--- src/rtl/uart_pkg.sv ---
// Shared definitions for the UART link (receiver and transmitter).
// Holds the FSM state encoding, default frame parameters and a counter-width helper.
package uart_pkg;

  typedef enum logic [1:0] {
    IDLE,
    START,
    DATA,
    STOP
  } uart_state_t;

  localparam int UART_DATA_BITS    = 8;
  localparam int UART_CLKS_PER_BIT = 868;

  // Width of a counter that must hold 0..n-1; never narrower than one bit.
  function automatic int cnt_width(input int n);
    return (n > 1) ? $clog2(n) : 1;
  endfunction

endpackage

--- src/rtl/sync_2ff.sv ---
// Two-flop synchronizer for bringing an asynchronous level into the clk domain.
// Both stages reset to RESET_VAL so the output shows a known level straight out of reset.
module sync_2ff #(
  parameter int               WIDTH     = 1,
  parameter logic [WIDTH-1:0] RESET_VAL = {WIDTH{1'b1}}
) (
  input  logic             clk,
  input  logic             rst,
  input  logic [WIDTH-1:0] d_i,
  output logic [WIDTH-1:0] q_o
);

  logic [WIDTH-1:0] meta_q;
  logic [WIDTH-1:0] sync_q;

  // NOTE: sequential state uses non-blocking assignments so both stages sample
  // the pre-edge values; blocking here would collapse the chain into one flop.
  always_ff @(posedge clk or posedge rst) begin
    if (rst) begin
      meta_q <= RESET_VAL;
      sync_q <= RESET_VAL;
    end else begin
      meta_q <= d_i;
      sync_q <= meta_q;
    end
  end

  assign q_o = sync_q;

endmodule

--- src/rtl/uart_receiver.sv ---
// 8N1 UART receiver: synchronizes rx, finds the start bit, samples each bit at
// mid-bit and presents the byte with a one-cycle valid (or frame-error) strobe.
module uart_receiver
  import uart_pkg::*;
#(
  parameter int CLKS_PER_BIT = UART_CLKS_PER_BIT,
  parameter int DATA_BITS    = UART_DATA_BITS
) (
  input  logic                 clk,
  input  logic                 i_reset,
  input  logic                 i_rx,
  output logic [DATA_BITS-1:0] o_data,
  output logic                 o_data_valid,
  output logic                 o_frame_error,
  output logic                 o_busy
);

  localparam int CNT_W = cnt_width(CLKS_PER_BIT);
  localparam int IDX_W = cnt_width(DATA_BITS);

  localparam logic [CNT_W-1:0] MID_C    = CNT_W'((CLKS_PER_BIT - 1) / 2);
  localparam logic [CNT_W-1:0] LAST_C   = CNT_W'(CLKS_PER_BIT - 1);
  localparam logic [IDX_W-1:0] IDX_LAST = IDX_W'(DATA_BITS - 1);

  logic rx_s;

  // NOTE: the synchronizer resets to 1 (line idle) rather than 0, otherwise
  // leaving reset would look like a falling edge and start a bogus frame.
  sync_2ff #(
    .WIDTH     (1),
    .RESET_VAL (1'b1)
  ) u_rx_sync (
    .clk (clk),
    .rst (i_reset),
    .d_i (i_rx),
    .q_o (rx_s)
  );

  uart_state_t          state_q, state_d;
  logic [CNT_W-1:0]     clk_cnt_q, clk_cnt_d;
  logic [IDX_W-1:0]     bit_idx_q, bit_idx_d;
  logic [DATA_BITS-1:0] shift_q, shift_d;
  logic [DATA_BITS-1:0] data_q, data_d;
  logic                 valid_q, valid_d;
  logic                 ferr_q, ferr_d;

  always_ff @(posedge clk or posedge i_reset) begin
    if (i_reset) begin
      state_q   <= IDLE;
      clk_cnt_q <= '0;
      bit_idx_q <= '0;
      shift_q   <= '0;
      data_q    <= '0;
      valid_q   <= 1'b0;
      ferr_q    <= 1'b0;
    end else begin
      state_q   <= state_d;
      clk_cnt_q <= clk_cnt_d;
      bit_idx_q <= bit_idx_d;
      shift_q   <= shift_d;
      data_q    <= data_d;
      valid_q   <= valid_d;
      ferr_q    <= ferr_d;
    end
  end

  // NOTE: every *_d gets a default before the case so no path leaves one
  // unassigned; a missing default here would infer a latch.
  always_comb begin
    state_d   = state_q;
    clk_cnt_d = clk_cnt_q;
    bit_idx_d = bit_idx_q;
    shift_d   = shift_q;
    data_d    = data_q;
    valid_d   = 1'b0;
    ferr_d    = 1'b0;

    unique case (state_q)
      IDLE: begin
        clk_cnt_d = '0;
        if (!rx_s) begin
          state_d = START;
        end
      end

      START: begin
        // Confirming the start bit at its midpoint aligns every later sample to mid-bit.
        if (clk_cnt_q == MID_C) begin
          clk_cnt_d = '0;
          if (!rx_s) begin
            state_d   = DATA;
            bit_idx_d = '0;
          end else begin
            state_d = IDLE;
          end
        end else begin
          clk_cnt_d = clk_cnt_q + 1'b1;
        end
      end

      DATA: begin
        if (clk_cnt_q == LAST_C) begin
          clk_cnt_d = '0;
          shift_d   = {rx_s, shift_q[DATA_BITS-1:1]};
          if (bit_idx_q == IDX_LAST) begin
            state_d   = STOP;
            bit_idx_d = '0;
          end else begin
            bit_idx_d = bit_idx_q + 1'b1;
          end
        end else begin
          clk_cnt_d = clk_cnt_q + 1'b1;
        end
      end

      STOP: begin
        // Leaving at mid-stop keeps a back-to-back start bit from being missed.
        if (clk_cnt_q == LAST_C) begin
          clk_cnt_d = '0;
          state_d   = IDLE;
          if (rx_s) begin
            data_d  = shift_q;
            valid_d = 1'b1;
          end else begin
            ferr_d = 1'b1;
          end
        end else begin
          clk_cnt_d = clk_cnt_q + 1'b1;
        end
      end

      default: begin
        state_d = IDLE;
      end
    endcase
  end

  assign o_data        = data_q;
  assign o_data_valid  = valid_q;
  assign o_frame_error = ferr_q;
  assign o_busy        = (state_q != IDLE);

endmodule

--- config.mk ---
export PLATFORM = sky130hd
export DESIGN_NAME = uart_receiver
export DESIGN_NICKNAME = d
export VERILOG_FILES = /design/src/rtl/uart_pkg.sv /design/src/rtl/sync_2ff.sv /design/src/rtl/uart_receiver.sv
export SDC_FILE = /design/constraint.sdc
export NUM_CORES = 1
export LEC_CHECK = 0
export CELL_PAD_IN_SITES_DETAIL_PLACEMENT = 1
export CELL_PAD_IN_SITES_GLOBAL_PLACEMENT = 1
export CORE_ASPECT_RATIO = 1.1
export CORE_MARGIN = 8
export CORE_UTILIZATION = 46
export DETAILED_ROUTE_END_ITERATION = 10
export GPL_TIMING_DRIVEN = 0
export PLACE_DENSITY = 0.76
export SLEW_MARGIN = 20
export SYNTH_ARGS = -nofsm -noshare
export SYNTH_HDL_FRONTEND = slang
export SYNTH_SLANG_ARGS = --single-unit
export TNS_END_PERCENT = 10
--- constraint.sdc ---
create_clock -name clk -period 2.5 [get_ports clk]
set_input_delay 0.25 -clock clk [delete_from_list [all_inputs] [get_ports clk]]
set_output_delay 0.25 -clock clk [all_outputs]
set_load 0.01 [all_outputs]
==> results of run 1 <==
==> report_power, final <==
part,internal [mW],switching (mW)
combinational,0.00292,0.0114
clock,0.322,0.203
sequential,0.569,0.00165
total,0.894,0.216
==> flip-flops by register name (all words and copies together), names as in the netlist, named ones only <==
register          flops
o_data                8
o_frame_error         1
state_q               1
clk_cnt_q            10
u_rx_sync.meta_q      1
bit_idx_q             3
shift_q               8
o_data_valid          1
u_rx_sync.q_o         1
==> per-layer routing <==
metal	GRT usage, %	vias up	share of wire, %
li1	-	530	-
met1	15.5	599	41
met2	22.0	14	53
met3	4.16	7	3.9
met4	8.20	0	2.5
met5	0	-	0
==> synth_stat cells (all sizes together), types with 4 or more instances <==
cell,number
a21oi,5
a22oi,5
dfrtp,33
ha,4
inv,7
mux2,16
nand3,5
o21ai,4
o41ai,5
or3,8
or4,4
==> worst min-delay path by stage <==
stage / from / end / slack (ps)
floorplan: i_rx / u_rx_sync.meta_q / 250
global placement: u_rx_sync.meta_q / u_rx_sync.q_o / 350
detailed placement: u_rx_sync.meta_q / u_rx_sync.q_o / 350
CTS: u_rx_sync.meta_q / u_rx_sync.q_o / 360
global route: u_rx_sync.meta_q / u_rx_sync.q_o / 360
finish: u_rx_sync.meta_q / u_rx_sync.q_o / 360
==> cells by family after synthesis <==
| family | Yosys count |
|---|---|
| flops | 35 |
| simple gates | 34 |
| compound gates | 23 |
| mux | 19 |
| buf+inv | 13 |
| fa+ha+maj | 4 |
| xor+xnor | 3 |
==> final cells by class <==
class / count / share of cell area (%)
clock buffers: 6 / 4.17
flip-flops and latches: 35 / 44.3
inverters: 7 / 1.33
clock inverters: 2 / 1.77
multi-input cells: 83 / 36.7
well taps: 50 / 3.16
repair buffers: 13 / 6.57
plain buffers: 6 / 1.96
==> worst reg2reg max path, stage by stage (launching register included) <==
cell and delay (ps):
dfrtp_1 440, or3b_1 410, buf_6 150, nor4_4 630, mux2_2 410
==> through the flow <==
step	power, mW	cell area [sq um]	util [%]	std cells
after global routing	1.15	1980	55.5	202
after detailed placement	0.596	1860	52.2	194
after CTS	1.12	1980	55.5	202
after floorplan	0.589	1670	-	131
final	1.11	1980	55.5	202
after global placement	0.595	1860	52.2	194
==> results by stage, run 1 <==
Outcome:
- The run finished with clean final reports.

Synth:
- The area fraction in compound gates after synthesis is approximately 9.8%.
- The fraction of the mapped netlist area in simple logic gates is between 10% and 20%.
- In this run, synthesis produced a sequential element count of 35.
- The synthesized instance count is approximately 130.
- In the post-synthesis netlist, the biggest area contributors are dfrtp_1, mux2_4, mux2_2, dfstp_2, ha_1.
- The post-synthesis share of cell area spent on xor and xnor gates is ~1.6%.
- The portion of netlist area occupied by mux cells is 14.4%.
- The sequential element share of the synthesized area is 52.6%.
- The synthesized design contains 0 enable-type register cells.
- During synthesis, Yosys emitted a total of 0 warnings.
- The count of distinct cell types in the synthesized netlist is 37.
- Dividing the synthesized area by the synthesized cell count gives ~13 sq um.
- The largest total area in the synthesized netlist belongs to dfrtp_1.
- When the netlist entered floorplanning its net count stood at roughly 140.
- Counting flops with an async set or reset pin after synthesis yields a share of 100%.
- The synthesized netlist devotes ~3.0% of its cell area to adder and majority cells.
- After synthesis, the largest family of logic cells by area is simple AND/OR/NAND/NOR gates.
- The area fraction of the dominant cell type after synthesis is 49.4%.
- The most frequently used flop master after synthesis is dfrtp_1.
- The area of the mapped netlist is about 1700 sq um.

Critical path:
- The worst flop-to-flop path endpoint is o_data[3].
- The delay of the slowest cell on the worst path is ~630 ps.
- The required time at the worst-slack endpoint is 2680 ps.
- The signal on the critical path passes through or3b_1 -> buf_6 -> nor4_4 -> mux2_2.
- Setup slack on the worst reg-to-reg path comes out at ~350 ps.
- The start point of the critical path is clk_cnt_q[2].
- The setup path with the least slack is of type reg2reg.
- The cell class contributing the biggest share of worst-path delay is simple AND/OR/NAND/NOR gates.
- The worst reg-to-reg path cell count is 4.
- The cell with the largest stage delay on the worst path is nor4_4.
- STA puts the critical path data arrival time at between 2000 and 2500 ps.
- In this run the number of cells on the critical path is 4.
- The worst setup path is launched from a register.
- The startpoint identified for the worst register-to-register timing path is clk_cnt_q[2].
- In this run the worst setup path terminates at o_data[3].
- The highest fanout seen on the critical path is 10.
- The number of buffers and inverters on the critical path is 1.
- The worst setup path is captured at a register.

CTS:
- The longest clock path from root to sink contains 2 buffers.
- The number of clock buffers inserted by TritonCTS is 5.
- The total setup buffers inserted after CTS is 0.
- The H-tree was split into 2 levels.
- For this design, the sink count on the clock tree is 35.
- The count of instances resized after the clock tree is built is 0.
- Clock latency on the worst-skew pair, taken at its later pin, is between 200 and 300 ps.
- In this run the clock root is driven by a clkbuf_8.
- The TritonCTS clock tree is yes.
- In this run, post-CTS hold repair placed 0 buffers.
- The clock-pin slew on the worst setup and hold paths is around 70 ps.

Global routing:
- The number of global-route vias before repair is 1,208.
- Entering global routing, the biggest net connects 36 pins.
- The first global-routing pass estimated around 6000 um of wire.
- The total global-route track usage is between 10% and 20%.
- The number of antenna violations at the first check in global routing is 0.
- After global routing the overflow that remains totals 0.

Die:
- In this run the standard cell core region covers between 3000 and 4000 sq um.
- The die outline height is 79.2 um.
- The initial utilization of the core area, before any placement, comes to between 40% and 50%.
- The number of top-level design ports is 14.
- The die is 73.5 um wide.
- The number of standard-cell rows in the floorplan is 23.
- The die area is between 5000 and 6000 sq um.

Worst hold path:
- The min-delay analysis places its worst path in the category reg2reg.
- The number of instances on the worst hold path is 0.

Drt:
- The routed layout has about 1,200 vias.
- In this run the remaining antenna-violating nets after routing total 0.
- The residual DRC count is 0.
- The average via count per standard cell is about 5.7.
- After detailed routing, the average wire length per cell comes to 17.4 um.
- The total length of routed wires is between 3000 and 4000 um.
- For this block, the initial DRC count from the detailed router was 40.
- The first detailed-routing pass ran for 4 iterations.

Power:
- For this design the ratio of total power to cell area is about 560 nW/um^2.
- The static power due to leakage is 0.923 nW.
- Across the VDD grid, the largest voltage drop is around 0.38 mV.

Timing:
- The slack of the critical path is between 300 and 400 ps.
- At the pin with the least slew margin, the transition time is roughly 810 ps.
- The minimum clock period after layout is roughly 2100 ps.
- The accumulated negative setup slack is 0 ps.
- The setup violation total in the final timing report is 0.
- On the final layout, the worst hold slack is between 300 and 400 ps.
- For this run, the top clock speed supported by timing is about 470 MHz.
- For the final database, setup skew stands at 6.89 ps.
- Setup repair after global routing left no endpoint under its margin.
- The ratio of final minimum period to clock period is 85.9%.
- Measured against its own limit, the worst slew margin works out to between 40% and 50%.
- The hold violation total from the final report was 0.
- The final count of pins violating max slew is 0.

Place:
- The placer's final routability congestion estimate is between 0.8 and 0.9.
- The detailed-placement wirelength estimate is between 2000 and 2500 um.
- Before CTS, the worst setup slack after placement is about 330 ps.
- The count of buffers added on input and output ports is 13.

Layout:
- Leaving out fill and tap cells, the most frequent cells in the layout are dfrtp_1, clkdlybuf4s50_1, mux2_2, mux2_4.
- The storage element area is 878 sq um.
- The antenna diode count is 0.
- Compared with the post-synthesis result, the final layout area differs by 18.6%.
- The filler cells instantiated in the layout total a little under 400.
- The net total in the final layout is about 160.
- The ratio of cells with drive above 1 in the final layout is about a quarter.
- The multi-input logic area is roughly 730 sq um.
- Leaving out fill and tap cells, the most frequent cell in the layout is dfrtp_1.

Run:
- The reported max-cap violation count is 0.
No activity file was read; power rests on OpenSTA's default activity.
==> run 2, diff against run 1 <==
Settings changed: SETUP_SLACK_MARGIN from default to 0.02, TNS_END_PERCENT 10 to default.
==> results of run 2 <==
The final DEF is identical to that of run 1; final timing and power are the same.
==> run 3, diff against run 2 <==
Settings changed: ABC_CLOCK_PERIOD_IN_PS from default to 2500.
==> results of run 3 <==
The final DEF is identical to that of run 1; final timing and power are the same.
